### src/rtl/uart_tx_arbiter.sv
// rtl/uart_tx_arbiter.sv - round-robin sharing of one uart_tx among NUM_REQ byte streams
// Optional packet lock: define UART_ARB_PKT_LOCK_EN to keep the grant until a byte with req_last.
module uart_tx_arbiter #(
    parameter int NUM_REQ = 4,
    parameter int DATA_W  = 8,
    parameter int ID_W    = $clog2(NUM_REQ)
) (
    input  logic                      clk,
    input  logic                      rst_n,
    input  logic [NUM_REQ-1:0]        req_valid,
    input  logic [NUM_REQ*DATA_W-1:0] req_data,
    input  logic [NUM_REQ-1:0]        req_last,
    output logic [NUM_REQ-1:0]        req_ready,
    output logic                      tx_start,
    output logic [DATA_W-1:0]         tx_data,
    input  logic                      tx_busy,
    output logic [ID_W-1:0]           grant_id,
    output logic                      arb_active
);

    localparam int SW = ID_W + 1;

    typedef enum logic [2:0] {
        IDLE,
        LAUNCH,
        WAIT_BUSY,
        WAIT_DONE,
        LOCKED
    } state_t;

    state_t              state_q, state_d;
    logic [ID_W-1:0]     rr_ptr_q, rr_ptr_d;
    logic                tx_start_d;
    logic [NUM_REQ-1:0]  req_ready_d;
    logic [DATA_W-1:0]   tx_data_d;
    logic [ID_W-1:0]     grant_id_d;
    logic                arb_active_d;
    logic [DATA_W-1:0]   req_bytes [NUM_REQ];
    logic                found;
    logic [ID_W-1:0]     sel;
    logic                do_launch;
    logic [ID_W-1:0]     launch_id;
    logic [ID_W-1:0]     rr_next;

`ifdef UART_ARB_PKT_LOCK_EN
    logic last_q, last_d;
`else
    logic unused_last;
    assign unused_last = ^req_last;
`endif

    always_comb begin
        for (int i = 0; i < NUM_REQ; i++) begin
            req_bytes[i] = req_data[i*DATA_W +: DATA_W];
        end
    end

    // Round-robin scan starting at rr_ptr, wrapping modulo NUM_REQ.
    always_comb begin
        logic [ID_W:0] sum;
        found = 1'b0;
        sel   = '0;
        sum   = '0;
        for (int i = 0; i < NUM_REQ; i++) begin
            sum = {1'b0, rr_ptr_q} + SW'(i);
            if (sum >= SW'(NUM_REQ)) begin
                sum = sum - SW'(NUM_REQ);
            end
            if (!found && req_valid[sum[ID_W-1:0]]) begin
                found = 1'b1;
                sel   = sum[ID_W-1:0];
            end
        end
    end

    assign rr_next = (grant_id == ID_W'(NUM_REQ - 1)) ? '0 : grant_id + 1'b1;

    always_comb begin
        state_d      = state_q;
        rr_ptr_d     = rr_ptr_q;
        tx_start_d   = 1'b0;
        req_ready_d  = '0;
        tx_data_d    = tx_data;
        grant_id_d   = grant_id;
        arb_active_d = arb_active;
        do_launch    = 1'b0;
        launch_id    = grant_id;
`ifdef UART_ARB_PKT_LOCK_EN
        last_d       = last_q;
`endif
        case (state_q)
            IDLE: begin
                // A transmit started elsewhere must finish before we launch.
                if (found && !tx_busy) begin
                    do_launch = 1'b1;
                    launch_id = sel;
                end
            end
            LAUNCH: begin
                state_d = WAIT_BUSY;
            end
            WAIT_BUSY: begin
                if (tx_busy) begin
                    state_d = WAIT_DONE;
                end
            end
            WAIT_DONE: begin
                if (!tx_busy) begin
                    arb_active_d = 1'b0;
`ifdef UART_ARB_PKT_LOCK_EN
                    if (!last_q) begin
                        state_d = LOCKED;
                    end else begin
                        rr_ptr_d = rr_next;
                        state_d  = IDLE;
                    end
`else
                    rr_ptr_d = rr_next;
                    state_d  = IDLE;
`endif
                end
            end
            LOCKED: begin
                if (req_valid[grant_id]) begin
                    do_launch = 1'b1;
                    launch_id = grant_id;
                end
            end
            default: begin
                state_d = IDLE;
            end
        endcase

        if (do_launch) begin
            state_d                = LAUNCH;
            tx_start_d             = 1'b1;
            req_ready_d[launch_id] = 1'b1;
            tx_data_d              = req_bytes[launch_id];
            grant_id_d             = launch_id;
            arb_active_d           = 1'b1;
`ifdef UART_ARB_PKT_LOCK_EN
            last_d                 = req_last[launch_id];
`endif
        end
    end

    // rst_n is an active-high reset in this block.
    always_ff @(posedge clk) begin
        if (rst_n) begin
            state_q    <= IDLE;
            rr_ptr_q   <= '0;
            tx_start   <= 1'b0;
            req_ready  <= '0;
            tx_data    <= '0;
            grant_id   <= '0;
            arb_active <= 1'b0;
`ifdef UART_ARB_PKT_LOCK_EN
            last_q     <= 1'b0;
`endif
        end else begin
            state_q    <= state_d;
            rr_ptr_q   <= rr_ptr_d;
            tx_start   <= tx_start_d;
            req_ready  <= req_ready_d;
            tx_data    <= tx_data_d;
            grant_id   <= grant_id_d;
            arb_active <= arb_active_d;
`ifdef UART_ARB_PKT_LOCK_EN
            last_q     <= last_d;
`endif
        end
    end

endmodule

### config.mk
export PLATFORM = sky130hd
export DESIGN_NAME = uart_tx_arbiter
export DESIGN_NICKNAME = d
export VERILOG_FILES = /design/src/rtl/uart_tx_arbiter.sv
export SDC_FILE = /design/constraint.sdc
export NUM_CORES = 1
export LEC_CHECK = 0
export ABC_AREA = 1
export CAP_MARGIN = 25
export CORE_MARGIN = 2
export CORE_UTILIZATION = 47
export DETAILED_ROUTE_END_ITERATION = 8
export GPL_ROUTABILITY_DRIVEN = 0
export GPL_TIMING_DRIVEN = 0
export PLACE_DENSITY = 0.93
export SYNTH_ARGS = -nofsm -noshare
export SYNTH_HDL_FRONTEND = slang
export SYNTH_SLANG_ARGS = --single-unit
### constraint.sdc
create_clock -name clk -period 5.8 [get_ports clk]
set_clock_uncertainty 0.15 [all_clocks]
set_input_delay 0.87 -clock clk [delete_from_list [all_inputs] [get_ports clk]]
set_output_delay 0.87 -clock clk [all_outputs]
set_load 0.03 [all_outputs]
=== After elaboration in Yosys (flattened, before gate mapping) ===
Cells that the tools add are included.

* Output and inout bits: 16
* Register bits after elaboration: 21
* Input bits: 43

* Bitwise operators: 4
* Reductions and logical operators: 18
* Add/subtract/negate cells: 8
* Equal/unequal tests: 11
* Mux-type cells: 41
* Order comparisons: 12

{| class="wikitable"
|+ Operator list
! operator !! number
|-
| $mux W2 || 11
|-
| $lt A2 B3 Y1 const B || 6
|-
| $mux W1 || 17
|-
| $bmux W8 S2 || 1
|-
| $mux W8 || 2
|-
| $ge A3 B3 Y1 const B || 4
|-
| $pmux W3 S4 || 1
|-
| $bmux W1 S2 || 5
|-
| $sub A2 B1 Y2 const B || 4
|-
| $add A2 B2 Y3 const B || 2
|-
| $eq A3 B2 Y1 const B || 2
|-
| $mux W3 || 2
|-
| $ne A3 B3 Y1 const B || 2
|-
| $reduce_and A3 Y1 || 2
|-
| $reduce_or A2 Y1 || 3
|-
| $logic_and A1 B1 Y1 || 5
|-
| $logic_not A1 Y1 || 4
|-
| $ne A2 B1 Y1 const B || 2
|-
| $ne A2 B2 Y1 const B || 2
|-
| $reduce_and A2 Y1 || 2
|-
| $add A2 B1 Y3 const B || 1
|-
| $eq A3 B1 Y1 const B || 1
|-
| $eq A3 B3 Y1 const B || 1
|-
| $ge A2 B3 Y1 const B || 1
|-
| 9 further kinds || 11
|}

=== Longest topological paths before layout ===
Gate-level depths: netlist of the first run.

* Depth in word-level cells: 21
* Gate-level depth with buffers: 19
* Depth with buffers taken out: 17

=== Least setup slack after synthesis of the first run ===
Ideal clock, no wire load.

* Path type: input -> register
* Start point: input port req_valid[3]
* End point: register tx_data[2]
* Arrival time: 2.060 ns
* Setup time: 0.112 ns
* Stages on the path: 17
* Path buffers: 1
* Data required time: 5.538 ns
* Slack: 3.478 ns
* Path through: inv_1 nand2_1 nand3_1 nand2_2 nor2_2 nand3_2 nand2_4 inv_6 nand2_8 nand2_4 buf_12 nand2_1 nand2_1 nand2_1 nand2_1 nand2_1 nand2_1

* Cells in the longest elaborated chain, start to end: 19
* Elaborated cells on any way between the ends: 34

{| class="wikitable"
|+ RTL lines
! element !! RTL line !! RTL
|-
| start, declared || 10 || <nowiki>input logic [NUM_REQ-1:0] req_valid,</nowiki>
|-
| $bmux W1 S2 || 69 || <nowiki>if (!found && req_valid[sum[ID_W-1:0]]) begin</nowiki>
|-
| $mux W1 (not written as such) || 69 ||
|-
| $mux W1 || 69 ||
|-
| $logic_not A1 Y1 || 69 ||
|-
| $logic_and A1 B1 Y1 || 69 ||
|-
| $mux W1 || 69 ||
|-
| $logic_not A1 Y1 || 69 ||
|-
| $logic_and A1 B1 Y1 || 69 ||
|-
| [2 not listed] || - ||
|-
| $logic_and A1 B1 Y1 || 69 ||
|-
| $mux W1 || 69 ||
|-
| $logic_and A1 B1 Y1 || 94 || <nowiki>if (found && !tx_busy) begin</nowiki>
|-
| $mux W2 || 94 ||
|-
| $mux W2 || - ||
|-
| $not A2 Y3 (not written as such) || 138 || <nowiki>tx_data_d = req_bytes[launch_id];</nowiki>
|-
| $bmux W8 S2 || 138 ||
|-
| $mux W8 (not written as such) (2 in series) || 138 ||
|-
| end signal, assigned || 165 || <nowiki>tx_data <= tx_data_d;</nowiki>
|-
| end, declared || 15 || <nowiki>output logic [DATA_W-1:0] tx_data,</nowiki>
|}

Several ways; a longest one is shown, not always the timed one. The select of a mux whose other input is x is not followed.
A chain may end at the register's enable or synchronous reset.

=== Final worst setup path of the first run ===
* Start point: input port req_valid[1]
* End point: register tx_data[4]

The elaborated chain is that of the path after synthesis.

==> impl_metrics.py, run 1 <==
metrics = {
    "status": {
        "outcome": "finished, final reports clean",
    },
    "global_routing": {
        "grt_pass1_wl_um": 5920,
        "antenna_found_initial": 0,
        "grt_overflow": 0,
        "grt_pass1_vias": 1449,
        "gr-usage-all-layers": 0.213,
        "grt_max_degree": 13,
    },
    "timing": {
        "tightest_slew_ps": 437,
        "timing.fmax_ghz": 0.374,
        "setup_ws_ps": 3130,
        "slew_headroom": 0.709,
        "period_share": 0.461,
        "rsz0062_at_grt": "no",
        "hold_violations": 0,
        "setup_tns_ps": 0,
        "slew_viol_final": 0,
        "final-setup-viol-count": 0,
        "period_minus_slack_ps": 2670,
    },
    "drt": {
        "initialDrtViolationCount": 63,
        "final_antenna_net_count": 0,
        "num_vias": 1560,
        "drc": 0,
        "wl_per_cell_um": 10.3,
        "dr.pass1.iters": 4,
        "drt-total-wl_um": 3430,
        "via_per_inst": 4.68,
    },
    "floorplan": {
        "dieArea_sq_um": 3600,
        "num_rows": 20,
        "die_w_um": 60.0,
        "initial_core_util": 0.487,
        "die_h_um": 60.0,
        "core-area_sq_um": 3030,
        "io_pins": 59,
    },
    "clock_network": {
        "cts-htree-levels": 1,
        "postCtsSetupBuffers": 0,
        "cts_buffers": 3,
        "cts_tree": "yes",
        "clock_latency_ps": 300,
        "ctsResizeCount": 0,
        "clock-sinks": 20,
        "clockBufferDepth": 2,
        "ctsHoldBuffers": 0,
        "root_buffer": "clkbuf_4",
        "cts.clk_slew.worst_paths_ps": 120,
    },
    "yosys": {
        "yosys_register_bits": 20,
        "yosysWarnings": 0,
        "syn_avg_cell_area_sq_um": 6.36,
        "syn_nets": 279,
        "ys_types": 26,
        "syn_area_sq_um": 1480,
        "ys_seq_area_frac": 0.271,
        "syn_inst": 232,
        "ys.flop_type": "dfxtp_1",
        "synth-async-reset-ratio": 0,
        "synth_top_area_frac": 0.275,
        "ys_top_cells_by_area": "nand2_1, dfxtp_1, nand2_2",
        "yosysTopAreaCell": "nand2_1",
        "synth_edf_count": 0,
    },
    "cells_and_area": {
        "nNetsFinal": 337,
        "mostFrequentLayoutCells": "nand2_1, clkdlybuf4s50_1, nand3_1, dfxtp_1, nand2_2",
        "mostFrequentLayoutCell": "nand2_1",
        "syn2layout_area_growth_pct": 43.3,
        "nFillCells": 267,
        "drive_gt1_frac": 0.173,
        "fin_area_sq_um": 2110,
        "num_antenna_cells": 0,
    },
    "place": {
        "post-place-ws_ps": 2850,
        "dp_hpwl_um": 2630,
        "numPortBuffers": 53,
        "post_dp_cell_area_sq_um": 2060,
    },
    "worst_setup_path": {
        "critPathCaptureType": "flop",
        "critPathMaxFanout": 10,
        "crit_type": "primary input to flop",
        "cp.required_ps": 5910,
        "cp-start-kind": "primary input",
        "rr_worst_depth": 14,
        "critPathArrivalTime_ps": 2780,
    },
    "power_and_ir_drop": {
        "power_density_nw_per_um2": 340,
        "vdd_ir_drop_max_mv": 0.229,
        "p_leak_nw": 1.02,
    },
    "min_path": {
        "whs_path_depth": 2,
        "hold_class": "flop to flop",
    },
    "job": {
        "drv_cap": 0,
    },
}
==> final timing paths <==
kind	startpoint	endpoint	slack, ps
setup / recovery	req_valid[1]	tx_data[4]	3130
hold / removal	tx_data[2]	tx_data[2]	310
setup reg to reg	rr_ptr_q[0]	tx_data[4]	3660
hold reg to reg	tx_data[2]	tx_data[2]	310
==> stage by stage <==
step                utilization  hold slack, ps  power, mW  std cells
floorplan                     -             376      0.485        232
global placement          0.681             288      0.596        329
detailed placement        0.681             296      0.606        329
CTS                       0.698             312      0.724        333
global route              0.698             333      0.774        333
finish                    0.698             312      0.719        333
==> where the power goes <==
| group | switching (mW) | internal, mW | leakage (nW) |
|---|---|---|---|
| sequential | 0.0162 | 0.166 | 0.163 |
| combinational | 0.248 | 0.174 | 0.832 |
| clock | 0.0435 | 0.0698 | 0.0279 |
| total | 0.308 | 0.411 | 1.02 |
==> logic make-up after synthesis <==
group	Yosys count	synth area share
AO/OA/AOI/OAI	12	0.0517
adder cells (fa/ha/maj)	4	0.0339
buffers and inverters	26	0.105
flip-flops	20	0.271
multiplexers	1	0.00763
AND/OR/NAND/NOR	169	0.530
==> synthesized netlist by cell type, types with 3 or more instances <==
cell type / instances
buf_6: 3
ha_1: 4
nor2_2: 5
dfxtp_1: 20
inv_1: 14
nand3_1: 20
o21ai_0: 4
nand2_2: 18
nand2_1: 108
nor2_1: 8
a21oi_1: 4
nand2_4: 3
inv_2: 3
==> registers in the layout (all words and copies together) (netlist names) <==
register / cells
tx_start: 1
tx_data: 8
grant_id: 2
req_ready: 4
rr_ptr_q: 2
arb_active: 1
state_q: 2
==> worst max-delay path, stage by stage <==
cell	delay, ps
clkdlybuf4s50_1	470
inv_1	60
nand2_1	70
nand2_1	60
o21ai_2	140
inv_2	50
nand3_2	80
nand2_4	90
inv_6	110
nand2_2	70
o21bai_2	360
nand2_1	120
nand2_1	90
nand2_1	50
nand2_1	60
==> final cells by class <==
cell class	instances	area, sq um	share of cell area
clock buffer	3	22.5	0.0107
timing repair buffer	53	531	0.251
sequential	20	400	0.189
inverter	19	81.3	0.0385
tap	44	55.1	0.0261
buffer	7	73.8	0.0349
clock inverter	1	30.0	0.0142
multi-input combinational	186	920	0.435
==> per-layer routing <==
layer | GRT usage | vias up | share of wire
met3 | 0.0671 | 4 | 0.080
met5 | 0 | - | 0
met2 | 0.380 | 60 | 0.50
li1 | - | 828 | -
met4 | 0.0381 | 0 | 0.0093
met1 | 0.251 | 668 | 0.41
(Power assumes the default switching activity.)
==> run 2: changes to the inputs <==
--- a/config.mk
+++ b/config.mk
@@ -8,11 +8,11 @@
 export ABC_AREA = 1
 export CAP_MARGIN = 25
 export CORE_MARGIN = 2
-export CORE_UTILIZATION = 47
+export CORE_UTILIZATION = 39
 export DETAILED_ROUTE_END_ITERATION = 8
 export GPL_ROUTABILITY_DRIVEN = 0
 export GPL_TIMING_DRIVEN = 0
-export PLACE_DENSITY = 0.93
+export PLACE_DENSITY = 0.83
 export SYNTH_ARGS = -nofsm -noshare
 export SYNTH_HDL_FRONTEND = slang
 export SYNTH_SLANG_ARGS = --single-unit
==> constraint.sdc (replaced) <==
create_clock -name clk -period 2.4 [get_ports clk]
set_clock_uncertainty 0.15 [all_clocks]
set_input_delay 0.36 -clock clk [delete_from_list [all_inputs] [get_ports clk]]
set_output_delay 0.36 -clock clk [all_outputs]
set_load 0.03 [all_outputs]
==> impl_metrics.py, run 2 (same netlist as run 1, synthesis figures left out) <==
metrics = {
    "worst_setup_path": {
        "critPathArrivalTime_ps": 2240,
        "critPathCaptureType": "flop",
        "max_stage_delay_ps": 480,
        "cp.required_ps": 2450,
        "cp-start-kind": "primary input",
        "cp_slowest_cell": "clkdlybuf4s50_1",
        "critPathMaxFanout": 10,
        "path_cells": "clkdlybuf4s50_1 -> inv_1 -> nand2_2 -> nand2_1 -> o21ai_2 -> inv_2 -> nand3_2 -> nand2_4 -> inv_6 -> nand2_2 -> o21bai_2 -> nand2_1 -> nand2_1 -> nand2_1 -> nand2_1",
        "crit_type": "primary input to flop",
        "path_common_cell": "nand2_1",
    },
    "timing": {
        "period_minus_slack_ps": 2190,
        "slew_headroom": 0.713,
        "final-setup-viol-count": 0,
        "timing.fmax_ghz": 0.457,
        "hold_violations": 0,
        "tightest_slew_ps": 430,
        "slew_viol_final": 0,
        "period_share": 0.911,
        "setup_tns_ps": 0,
        "rsz0062_at_grt": "no",
    },
    "cells_and_area": {
        "syn2layout_area_growth_pct": 44.9,
        "fin_area_sq_um": 2140,
        "fin_util": 0.584,
        "multi_input_area_sq_um": 920,
        "mostFrequentLayoutCell": "nand2_1",
        "register_area_sq_um": 400,
        "regMostFlops": "tx_data",
        "mostFrequentLayoutCells": "nand2_1, clkdlybuf4s50_1, nand3_1, dfxtp_1, nand2_2",
        "biggestRegsByFlops": "tx_data (8), req_ready (4)",
        "nFillCells": 358,
        "largest_register_ffs": 8,
        "drive_gt1_frac": 0.173,
        "nNetsFinal": 337,
        "num_antenna_cells": 0,
    },
    "floorplan": {
        "dieArea_sq_um": 4290,
        "initial_core_util": 0.403,
        "die_h_um": 65.5,
        "die_w_um": 65.5,
        "io_pins": 59,
        "core-area_sq_um": 3660,
        "num_rows": 22,
    },
    "clock_network": {
        "clockBufferDepth": 2,
        "clock-sinks": 20,
        "ctsHoldBuffers": 0,
        "cts-htree-levels": 1,
        "postCtsSetupBuffers": 0,
        "cts.clk_slew.worst_paths_ps": 70,
        "cts_buffers": 3,
        "root_buffer": "clkbuf_8",
        "clock_latency_ps": 260,
        "cts_tree": "yes",
        "ctsResizeCount": 0,
    },
    "global_routing": {
        "gr-usage-met1": 0.214,
        "grt_pass1_vias": 1419,
        "grt_overflow": 0,
        "gr-usage-all-layers": 0.175,
        "grt_use_met2": 0.306,
        "grt_max_degree": 13,
        "antenna_found_initial": 0,
        "busiest_layer": "met2",
        "met3_usage": 0.0599,
        "grt_pass1_wl_um": 5980,
    },
    "place": {
        "dp_hpwl_um": 2700,
        "post_dp_cell_area_sq_um": 2070,
        "numPortBuffers": 53,
    },
    "drt": {
        "final_antenna_net_count": 0,
        "dr.pass1.iters": 4,
        "drt-total-wl_um": 3460,
        "drc": 0,
        "wl_per_cell_um": 10.3,
        "via_per_inst": 4.60,
        "initialDrtViolationCount": 99,
        "num_vias": 1550,
    },
    "job": {
        "drv_cap": 0,
    },
    "min_path": {
        "hold_class": "primary input to flop",
    },
    "power_and_ir_drop": {
        "power_density_nw_per_um2": 836,
        "p_leak_nw": 1.03,
        "vdd_ir_drop_max_mv": 0.423,
    },
    "status": {
        "outcome": "finished, final reports clean",
    },
}
[run 2: worst paths after layout]
path              cells past startpoint  slack, ps         start          to
setup / recovery                     15        210  req_valid[0]  tx_data[5]
hold / removal                        2        160         rst_n  arb_active
setup reg to reg                     18        310   rr_ptr_q[0]  tx_data[4]
hold reg to reg                       2        300    tx_data[3]  tx_data[3]
[run 2: where the power goes]
group          internal, mW  switching [mW]
clock                 0.223           0.111
combinational         0.422           0.592
sequential            0.402          0.0386
[run 2: critical path: cells and delay by family]
family                 cells  cell delay [ps]
buffers and inverters      4              710
and+or+nand+nor            9              680
AOI/OAI and AO/OA          2              510
[run 2: metrics by stage]
step / power, mW / setup slack [ps] / instances / hold WS, ps
global placement: 1.45 / -48.7 / 333 / 288
finish: 1.79 / 214 / 337 / 160
global route: 1.94 / 3.95 / 337 / 155
floorplan: 1.17 / 527 / 232 / 376
CTS: 1.80 / 200 / 337 / 151
detailed placement: 1.47 / -63.3 / 333 / 293
[run 2: layout make-up]
type | count | share of cell area
Multi-Input combinational cell | 186 | 0.430
Timing Repair Buffer | 53 | 0.248
Sequential cell | 20 | 0.187
Inverter | 19 | 0.0381
Buffer | 7 | 0.0345
Tap cell | 48 | 0.0281
Clock buffer | 3 | 0.0193
Clock inverter | 1 | 0.0141
[run 2: routing by layer]
metal / vias up / share of wire
met5: - / 0
met4: 0 / 0.0017
met3: 2 / 0.074
met2: 51 / 0.48
met1: 666 / 0.45
li1: 831 / -
